**config.mk**
```make
export PLATFORM = sky130hd
export DESIGN_NAME = lsu_rmw
export DESIGN_NICKNAME = d
export VERILOG_FILES = /design/src/rtl/lsu_rmw.sv
export SDC_FILE = /design/constraint.sdc
export NUM_CORES = 1
export LEC_CHECK = 0
export BUFFER_PORTS_ARGS = -buffer_cell sky130_fd_sc_hd__clkbuf_2
export CORE_UTILIZATION = 50
export CTS_BUF_LIST = sky130_fd_sc_hd__clkbuf_8
export DETAILED_ROUTE_END_ITERATION = 8
export GPL_TIMING_DRIVEN = 0
export HOLD_SLACK_MARGIN = 0.03
export PLACE_DENSITY = 0.81
export SLEW_MARGIN = 20
export SYNTH_ARGS = -nofsm -noshare
export SYNTH_HDL_FRONTEND = slang
export SYNTH_SLANG_ARGS = --single-unit
```
**constraint.sdc**
```tcl
create_clock -name clk -period 3.6 [get_ports clk]
set_clock_uncertainty 0.15 [all_clocks]
set_input_delay 0.72 -clock clk [delete_from_list [all_inputs] [get_ports clk]]
set_output_delay 0.72 -clock clk [all_outputs]
set_load 0.1 [all_outputs]
```
**src/rtl/lsu_rmw.sv**
```systemverilog
// RV32I load/store unit: word-wide access to data_mem with lane extraction,
// sign/zero extension and read-modify-write for byte/half stores.
module lsu_rmw #(
  parameter int unsigned MEM_WORDS = 256
) (
  input  logic        clk,
  input  logic        rst_n,
  input  logic        req_valid,
  input  logic        req_write,
  input  logic [2:0]  req_funct3,
  input  logic [31:0] req_addr,
  input  logic [31:0] req_wdata,
  output logic        req_ready,
  output logic        done,
  output logic [31:0] rdata,
  output logic        fault,
  output logic        MemRead,
  output logic        MemWrite,
  output logic [31:0] mem_addr,
  output logic [31:0] mem_wdata,
  input  logic [31:0] mem_rdata
);

  // state  | meaning
  // IDLE   | ready for a request; done/fault pulse appears here
  // LOAD   | word read, lane extracted into rdata
  // STORE  | full-word write
  // RMW_RD | read word, merge new byte/half into merge_q
  // RMW_WR | write merged word back
  typedef enum logic [2:0] {IDLE, LOAD, STORE, RMW_RD, RMW_WR} state_t;

  localparam logic [31:0] ADDR_LIM = 32'(4 * MEM_WORDS);

  state_t      state_q, state_d;
  logic [31:0] addr_q, addr_d;
  logic [31:0] wdata_q, wdata_d;
  logic [31:0] merge_q, merge_d;
  logic [31:0] rdata_q, rdata_d;
  logic [2:0]  f3_q, f3_d;
  logic        done_q, done_d;
  logic        fault_q, fault_d;

  logic        req_fault;
  logic [7:0]  lane_b;
  logic [15:0] lane_h;
  logic [31:0] load_val;
  logic [31:0] merged;

  always_comb begin
    req_fault = 1'b0;
    case (req_funct3)
      3'b000:  req_fault = 1'b0;
      3'b001:  req_fault = req_addr[0];
      3'b010:  req_fault = (req_addr[1:0] != 2'b00);
      3'b100:  req_fault = req_write;
      3'b101:  req_fault = req_write | req_addr[0];
      default: req_fault = 1'b1;
    endcase
    // full 32-bit compare, so huge addresses never alias into the array
    if (req_addr >= ADDR_LIM) req_fault = 1'b1;
  end

  always_comb begin
    lane_b = mem_rdata[7:0];
    case (addr_q[1:0])
      2'd0: lane_b = mem_rdata[7:0];
      2'd1: lane_b = mem_rdata[15:8];
      2'd2: lane_b = mem_rdata[23:16];
      2'd3: lane_b = mem_rdata[31:24];
      default: lane_b = mem_rdata[7:0];
    endcase
    lane_h = addr_q[1] ? mem_rdata[31:16] : mem_rdata[15:0];
    load_val = mem_rdata;
    case (f3_q)
      3'b000:  load_val = {{24{lane_b[7]}}, lane_b};
      3'b001:  load_val = {{16{lane_h[15]}}, lane_h};
      3'b100:  load_val = {24'h0, lane_b};
      3'b101:  load_val = {16'h0, lane_h};
      default: load_val = mem_rdata;
    endcase
  end

  always_comb begin
    merged = mem_rdata;
    if (f3_q[0]) merged[{addr_q[1], 4'b0000} +: 16] = wdata_q[15:0];
    else         merged[{addr_q[1:0], 3'b000} +: 8] = wdata_q[7:0];
  end

  always_comb begin
    state_d = state_q;
    addr_d  = addr_q;
    wdata_d = wdata_q;
    merge_d = merge_q;
    rdata_d = rdata_q;
    f3_d    = f3_q;
    done_d  = 1'b0;
    fault_d = 1'b0;
    case (state_q)
      IDLE: begin
        if (req_valid) begin
          if (req_fault) begin
            done_d  = 1'b1;
            fault_d = 1'b1;
          end else begin
            addr_d  = req_addr;
            wdata_d = req_wdata;
            f3_d    = req_funct3;
            if (!req_write)                state_d = LOAD;
            else if (req_funct3 == 3'b010) state_d = STORE;
            else                           state_d = RMW_RD;
          end
        end
      end
      LOAD: begin
        rdata_d = load_val;
        done_d  = 1'b1;
        state_d = IDLE;
      end
      STORE: begin
        done_d  = 1'b1;
        state_d = IDLE;
      end
      RMW_RD: begin
        merge_d = merged;
        state_d = RMW_WR;
      end
      RMW_WR: begin
        done_d  = 1'b1;
        state_d = IDLE;
      end
      default: state_d = IDLE;
    endcase
  end

  always_ff @(posedge clk or negedge rst_n) begin
    if (!rst_n) begin
      state_q <= IDLE;
      addr_q  <= '0;
      wdata_q <= '0;
      merge_q <= '0;
      rdata_q <= '0;
      f3_q    <= '0;
      done_q  <= 1'b0;
      fault_q <= 1'b0;
    end else begin
      state_q <= state_d;
      addr_q  <= addr_d;
      wdata_q <= wdata_d;
      merge_q <= merge_d;
      rdata_q <= rdata_d;
      f3_q    <= f3_d;
      done_q  <= done_d;
      fault_q <= fault_d;
    end
  end

  // strobes decode straight from state so reset kills a pending write at once
  assign req_ready = (state_q == IDLE);
  assign MemRead   = (state_q == LOAD) || (state_q == RMW_RD);
  assign MemWrite  = (state_q == STORE) || (state_q == RMW_WR);
  assign mem_addr  = {addr_q[31:2], 2'b00};
  assign mem_wdata = (state_q == STORE)  ? wdata_q :
                     (state_q == RMW_WR) ? merge_q : 32'h0;
  assign done      = done_q;
  assign fault     = fault_q;
  assign rdata     = rdata_q;

endmodule

```
# After elaboration in Yosys (flattened, before gate mapping)
# Index checks and enable logic that the tools add are counted.
[totals] out_inout_bits=101 ff_bits=136
[classes] order_cmp=1 shift=4 mux=19 n_addsub=2 eq_ne=16 bitwise=2 n_reduce_logical=10
[ops] cell="32-bit one-hot mux with 4 select lines" count=1
[ops] cell="32-bit two-way mux" count=3
[ops] cell="32-bit bitwise mux" count=2
[ops] cell="32-bit by 11-bit >= comparator with 1-bit output, second input constant" count=1
[ops] cell="8-bit one-hot mux with 4 select lines" count=1
[ops] cell="16-bit by 7-bit variable shift with 32-bit output, first input constant" count=1
[ops] cell="8-bit by 7-bit variable shift with 32-bit output, first input constant" count=1
[ops] cell="16-bit by 7-bit indexed part select with 32-bit output" count=1
[ops] cell="8-bit by 7-bit indexed part select with 32-bit output" count=1
[ops] cell="16-bit two-way mux" count=1
[ops] cell="3-bit == test, second input constant" count=5
[ops] cell="5-bit negation with 7-bit output" count=2
[ops] cell="3-bit by 1-bit == test with 1-bit output, second input constant" count=3
[ops] cell="3-bit by 2-bit == test with 1-bit output, second input constant" count=3
[ops] cell="3-bit logical NOT" count=3
[ops] cell="3-bit two-way mux" count=2
[ops] cell="3-bit one-hot mux with 2 select lines" count=1
[ops] cell="1-bit two-way mux" count=5
[ops] cell="1-bit one-hot mux with 5 select lines" count=1
[ops] cell="2-bit == test, second input constant" count=2
[ops] cell="2-bit != test, second input constant" count=2
[ops] cell="3-bit AND reduction" count=1
[ops] cell="3-bit OR reduction" count=1
[ops] cell="2-bit by 1-bit == test with 1-bit output, second input constant" count=1
[ops] cell="8 further kinds" count=9

# Logic depth before layout (Yosys ltp)
# Gate-level depths: netlist of run 1.
[logic_depth] ltp_word=6 depth_mapped=11 ltp_nobuf=7

# Worst setup path before layout of run 1
# Ideal clock, no wire load.
[synth_path] path_type="reg-to-reg" startpoint="register state_q[0]" endpoint="register wdata_q[31]" setup_slack_ns=-0.530 path_buffers=2 synth_period_minus_slack_ns=4.130 required_ns=3.325 arrival_time_ns=3.855 path_stages_with_launch=6 cell_sequence="dfrtp_1 > clkbuf_1 > nor3_1 > nand3_2 > buf_6 > mux2_4"
[synth_between] elab_chain_len=2
[synth_lines] element="start, declared" line_no="34" source="state_t state_q, state_d;"
[synth_lines] element="start signal, assigned" line_no="146" source="state_q <= state_d;"
[synth_lines] element="3-bit logical NOT"
[synth_lines] element="named net req_ready" line_no="13" source="output logic req_ready,"
[synth_lines] element="3-bit AND reduction (no source line)"
[synth_lines] element="end signal, assigned" line_no="148" source="wdata_q <= wdata_d;"
[synth_lines] element="end, declared" line_no="36" source="logic [31:0] wdata_q, wdata_d;"
# The timed path passes the listed nets, and every way through them passes these cells.
# A chain may end at the register's enable or synchronous reset.

# Final worst setup path of run 1
[layout_path] startpoint="register state_q[0]" endpoint="output port mem_wdata[22]"
[layout_between] elab_chain_len=3
[layout_lines] element="3-bit == test" line_no="163" source="(state_q == RMW_WR) ? merge_q : 32'h0;"
[layout_lines] element="32-bit two-way mux" line_no="163"
[layout_lines] element="32-bit two-way mux *" line_no="162" source="assign mem_wdata = (state_q == STORE) ? wdata_q :"
[layout_lines] element="end, declared" line_no="20" source="output logic [31:0] mem_wdata,"
# Mark *: on every way between the ends. The rest lies on a longest branch, timed or not.

==> summary.md, run 1 <==
| Metric | Value |
|---|---|
| Maximum root-to-sink buffer count | 2 |
| DRT Pass-1 Iters | 6 |
| Worst-path cell with the longest stage delay | clkbuf_1 |
| Cell total after placement | 1023 |
| Boundary Pins | 204 |
| Die height | 118 um |
| Peak supply drop | 0.283 mV |
| CP startpoint | state_q[0] |
| Seq pwr share | 0.492 |
| Clock transition at the registers of the reported paths | 80 ps |
| Area share of the largest cell type after synthesis | 0.502 |
| Clock sinks | 136 |
| Setup_tns | 0 ps |
| Net switching power | 0.707 mW |
| CTS buffer count | 17 |
| CP Buf/Inv Count | 3 |
| Die Width | 118 um |
| Mean Syn Cell Area | 10.5 um2 |
| R2r startpoint | addr_q[1] |
| Max-Slew Margin vs Limit | 0.378 |
| Most used cell, CP | clkbuf_1 |
| Post-synthesis register bit count | 136 |
| Layout cell share with drive strength beyond 1 | 0.380 |
| Shortest period the worst path allows | 3500 ps |
| Worst slack, placed | 321 ps |
| Multi-input gate area | 2900 um2 |
| Met2 Use GR | 0.430 |
| M3 GR Usage | 0.0777 |
| Largest net degree at the start of global routing | 75 |
| H-Tree Depth | 4 |
| Area leader, netlist | dfrtp_1 |
| Critical path class | reg2out |
| Count of input and output buffers | 201 |
| Post-layout util | 0.642 |
| Area added between synthesis and finish | 25.6% |
| Total Power | 3.11 mW |
| FMAX | 0.286 GHz |
| Cts hold-fix bufs | 0 |
| EDFF count, synth | 0 |
| Yosys cell types | 45 |
| WHS | 74.9 ps |
| Synth Instances | 644 |
| Site row count | 42 |
| Filler Cells Inserted | 1128 |
| Final WL | 19.1 mm |
| Top Family by Delay on Critical Path | buffers and inverters |
| Top cells by area, synth | dfrtp_1 50%, mux2_2 6.8%, a22o_1 4.1% |
| Root Buffer | clkbuf_8 |
| Vias per cell | 5.69 |
| Grt peak-use layer | met2 |
| Clk_lat worst skew | 470 ps |
| WL/cell | 18.1 um |
| List of most frequent post-synthesis cells | 136 x dfrtp_1, 62 x nand2_1, 42 x o21ai_0 |
| Final cell count without fillers | 1055 |
| Vias in the first global route | 5728 |
| CP Launch Type | register |
| Post-DRT Antenna Nets | 0 |
| Count leader, synth | dfrtp_1 |
| Starting Density | 0.512 |
| Grt ovf | 0 |
| Overall routing resource usage | 0.282 |
| Vias | 6007 |
| Die Area | 14000 um2 |
| Routability cong. | 0.945 |
| Syn. warnings | 0 |
| Post-DP Area | 8050 um2 |
| RSZ-0062 raised after global routing | yes |
| Pleak | 4.50 nW |
| Post-DP HPWL | 14.3 mm |
| Logic pwr share | 0.055 |
| Endpoints failing hold | 0 |
| Ys async rst share | 1.00 |
| Clock share of power | 0.453 |
| WP data arrival | 2630 ps |
| Outcome | completed |
| Drt first-iter violations | 505 |
| # setup viols final | 0 |
| Period utilization | 0.973 |
| First-pass GRT wire length | 30.3 mm |
| Tightest Hold Check Type | in2async |
| Storage cell area | 3400 um2 |
| Required time of the worst setup path | 2730 ps |
| M1 GR Usage | 0.384 |
| Switching part of the total | 0.228 |
| Final-report max-slew violation count | 0 |
| Int Pwr | 2.40 mW |
| Cell Area, Synth | 6780 um2 |
| Core area | 13200 um2 |
| Max stage delay on crit path | 460 ps |
| TritonCTS clock tree | yes |
| Power Dens Cells | 365 nW/um2 |
| Final worst setup slack | 97.8 ps |
| Max-cap viol count | 0 |
| DRC | 0 |
| Crit end category | primary output |
| N_diodes | 0 |
| Top_reg_cell synth | dfrtp_1 |
| Initial antenna violation count | 0 |
| Fin area | 8510 um2 |
| Final net count | 974 |
| Worst-margin pin slew | 927 ps |
| Sequential share of the synthesized area | 0.502 |
| Worst-path maximum fanout | 10 |
| CP cell instances | clkbuf_1 > nor3b_2 > clkbuf_1 > a22o_1 > clkbuf_2 |
## power groups by stage
stage	clock network (mW)	registers (mW)	logic, mW
2_1_floorplan	0	1.57	0.0383
3_3_place_gp	0	1.56	0.161
3_5_place_dp	0	1.56	0.168
4_1_cts	1.43	1.53	0.168
5_1_grt	1.50	1.53	0.185
6_report	1.41	1.53	0.170
## sequential cells by signal (all words and copies together) (netlist names)
name and cells:
rdata 32, done 1, wdata_q 32, state_q 3, merge_q 32, fault 1, addr_q 32, f3_q 3
## final timing paths
check / slack [ps] / endpoint / cells past startpoint
max in group asynchronous: 2500 / addr_q[13] / 2
min in group clk: 320 / state_q[0] / 2
max: 100 / mem_wdata[22] / 5
min reg2reg: 330 / merge_q[8] / 1
max reg2reg: 270 / merge_q[12] / 10
min: 70 / rdata[10] / 1
## worst register-to-register path: cells and delay by family (launching register included)
kind / cells / cell delay [ps]
and+or+nand+nor: 1 / 640
adders and majority gates: 1 / 200
DFF: 1 / 400
AOI/OAI and AO/OA: 3 / 640
buffers and inverters: 5 / 1240
## area by class of cell
type,instances,share of cell area
buffer,76,0.0534
clock buffer,20,0.0324
clock inverter,12,0.0203
inverter,11,0.00485
multi-input combinational,422,0.341
sequential,136,0.400
tap,176,0.0259
timing repair buffer,202,0.123
## routing by layer
metal	vias to the layer above	wire length, um
met5	-	0
met4	0	451
met1	2906	8050
met2	306	8770
li1	2751	-
met3	44	1810
## placed cells by master, fill, tap and decap left out, types with 4 or more instances in the layout
| cell type | instances |
|---|---|
| a211oi_1 | 19 |
| a21o_1 | 16 |
| a21oi_1 | 29 |
| a221oi_1 | 19 |
| a22o_1 | 32 |
| a22oi_1 | 21 |
| a31oi_1 | 6 |
| and2_1 | 23 |
| buf_2 | 9 |
| buf_4 | 32 |
| buf_6 | 5 |
| bufinv_16 | 4 |
| clkbuf_1 | 27 |
| clkbuf_2 | 200 |
| clkbuf_8 | 21 |
| dfrtp_1 | 136 |
| ha_1 | 5 |
| inv_1 | 10 |
| mux2_2 | 41 |
| mux2_4 | 5 |
| mux2i_1 | 16 |
| nand2_1 | 62 |
| nor2_1 | 40 |
| nor2b_1 | 4 |
| nor4_1 | 5 |
| o21ai_0 | 42 |
| o22ai_1 | 12 |
## repair_timing
| item | in CTS | in global routing |
|---|---|---|
| endpoints found under the setup margin | 30 | 21 |
| pin swaps | 0 | 0 |
| setup buffers | 0 | 0 |
| resized for setup | 2 | 7 |
## cells by family after synthesis
logic type / count (synthesis) / share of synthesized area
other cells: 1 / 0.000553
flops: 136 / 0.502
compound gates: 202 / 0.205
fa+ha+maj: 6 / 0.0107
simple gates: 150 / 0.106
buf+inv: 87 / 0.0727
mux: 62 / 0.103
Note: power is estimated with default switching activity, not from simulation.
==> run 2: changes to the inputs <==
--- a/config.mk
+++ b/config.mk
@@ -12,6 +12,7 @@
 export GPL_TIMING_DRIVEN = 0
 export HOLD_SLACK_MARGIN = 0.03
 export PLACE_DENSITY = 0.81
+export RECOVER_POWER = 25
 export SLEW_MARGIN = 20
 export SYNTH_ARGS = -nofsm -noshare
 export SYNTH_HDL_FRONTEND = slang
==> summary.md, run 2 (synthesized netlist as in run 1, its figures left out) <==
| Metric | Value |
|---|---|
| Outcome | finished with violations |
| Failing checks | max-capacitance violations, max-slew violations |
| Final worst setup slack | 103 ps |
| # setup viols final | 0 |
| Fin area | 8480 um2 |
| Top Family by Delay on Critical Path | buffers and inverters |
| Required time of the worst setup path | 2730 ps |
| WL/cell | 18.0 um |
| FMAX | 0.286 GHz |
| H-Tree Depth | 4 |
| Endpoints failing hold | 0 |
| CP Launch Type | register |
| CTS buffer count | 17 |
| Grt ovf | 0 |
| Power Dens Cells | 366 nW/um2 |
| Max stage delay on crit path | 460 ps |
| Reg-to-reg slack, setup | 340 ps |
| Root Buffer | clkbuf_8 |
| Max-cap viol count | 1 |
| Hold_sp | req_write |
| DRT Pass-1 Iters | 5 |
| Core area | 13200 um2 |
| Die height | 118 um |
| Logic pwr share | 0.053 |
| Die Width | 118 um |
| Worst-path cell with the longest stage delay | clkbuf_1 |
| Crit end category | primary output |
| R2R depth | 10 |
| RSZ-0062 raised after global routing | yes |
| Hold Path Depth | 2 |
| DRC | 0 |
| Drt first-iter violations | 485 |
| Layout cell share with drive strength beyond 1 | 0.380 |
| Peak supply drop | 0.283 mV |
| Post-CTS Setup Bufs | 0 |
| Net switching power | 0.706 mW |
| WP data arrival | 2630 ps |
| Switching part of the total | 0.228 |
| Vias | 5992 |
| R2r startpoint | addr_q[1] |
| CP Buf/Inv Count | 3 |
| Clock share of power | 0.454 |
| Period utilization | 0.971 |
| Vias per cell | 5.68 |
| Worst slack, placed | 321 ps |
| Post-DP HPWL | 14.3 mm |
| Int Pwr | 2.40 mW |
| Site row count | 42 |
| Maximum root-to-sink buffer count | 2 |
| Shortest period the worst path allows | 3500 ps |
| TritonCTS clock tree | yes |
| Overall routing resource usage | 0.282 |
| Tightest Hold Check Type | in2reg |
| Max-Slew Margin vs Limit | -0.00191 |
| N_diodes | 0 |
| Area added between synthesis and finish | 25.1% |
| Seq pwr share | 0.493 |
| RR Endpoint | merge_q[12] |
| Commonest cells after routing, fill and taps aside | 201 x clkbuf_2, 136 x dfrtp_1, 62 x nand2_1 |
| CP cell instances | clkbuf_1 > nor3b_2 > clkbuf_1 > a22o_1 > clkbuf_2 |
| Largest net degree at the start of global routing | 75 |
| First-pass GRT wire length | 30.3 mm |
| Final-report max-slew violation count | 63 |
| Most used cell, CP | clkbuf_1 |
| Initial antenna violation count | 0 |
| Pleak | 4.49 nW |
| Routability cong. | 0.945 |
| Die Area | 14000 um2 |
| Final WL | 19.0 mm |
| Clock sinks | 136 |
| Worst-margin pin slew | 1500 ps |
| Count of input and output buffers | 201 |
| Leading cell type in the layout, fill and taps excluded | clkbuf_2 |
| Starting Density | 0.512 |
| Hold EP | state_q[0] |
| Critical path class | reg2out |
| Clock transition at the registers of the reported paths | 80 ps |
| Post-DP Area | 8050 um2 |
| Boundary Pins | 204 |
| Clk_lat worst skew | 470 ps |
| Post-DRT Antenna Nets | 0 |
| Final net count | 974 |
| Vias in the first global route | 5728 |
| Worst-path maximum fanout | 10 |
[run 2: changes by cell type in the layout (fill, tap and decap cells not counted)]
cell / delta
clkbuf_2: +1
buf_16: -1
clkbuf_8: -1
clkbuf_4: +1
[run 2: how the worst max path moves through the flow]
stage               start       endpoint  depth (start not counted)
6_report       state_q[0]  mem_wdata[22]                          5
5_1_grt        state_q[0]  mem_wdata[29]                          5
4_1_cts        state_q[0]   mem_wdata[7]                          5
3_5_place_dp   state_q[0]   mem_wdata[7]                          5
3_3_place_gp        rst_n     addr_q[13]                          1
2_1_floorplan  state_q[0]    wdata_q[31]                          5
[run 2: power by group through the flow]
stage	sequential (mW)	clock, mW	combinational, mW
2_1_floorplan	1.57	0	0.0383
3_3_place_gp	1.56	0	0.161
3_5_place_dp	1.56	0	0.168
4_1_cts	1.53	1.43	0.168
5_1_grt	1.53	1.50	0.181
6_report	1.53	1.41	0.166
[run 2: area by class of cell]
type	count	area [um2]
clock inverter	12	173
fill	1133	4760
tap	176	220
multi-input combinational	422	2900
inverter	11	41.3
buffer	76	454
clock buffer	20	275
timing repair buffer	202	1010
sequential	136	3400
[run 2: repair_timing]
| item | 4_1_cts | 5_1_grt |
|---|---|---|
| resized for setup | 2 | 7 |
| hold endpoints to repair | 0 | 0 |
| endpoints found under the setup margin | 30 | 21 |
| hold buffers | 0 | 0 |
| pin swaps | 0 | 0 |
[run 2: per-layer routing]
metal | track usage | routed length [um] | vias to the layer above
met5 | 0 | 0 | -
met4 | 0.107 | 463 | 0
met3 | 0.0777 | 1750 | 37
met2 | 0.430 | 8760 | 295
met1 | 0.384 | 8020 | 2903
li1 | - | - | 2757
[run 2: worst reg2reg max path: stages, from the launching register on]
cell	delay (ps)
dfrtp_1	400
clkbuf_1	160
buf_2	240
inv_1	280
ha_1	200
buf_2	200
clkinv_1	340
nor4_4	630
a221oi_1	160
a211oi_1	340
a21o_1	120
[run 2: through the flow]
| stage | TNS [ps] | instances | total power [mW] | util | hold slack, ps |
|---|---|---|---|---|---|
| 6_report | 0 | 1055 | 3.10 | 0.640 | 316 |
| 5_1_grt | -147 | 1055 | 3.21 | 0.640 | 312 |
| 4_1_cts | 0 | 1055 | 3.13 | 0.642 | 71.3 |
| 3_5_place_dp | 0 | 1023 | 1.73 | 0.608 | 317 |
| 3_3_place_gp | -68650 | 1022 | 1.72 | 0.605 | 311 |
| 2_1_floorplan | 0 | 645 | 1.61 | - | 274 |
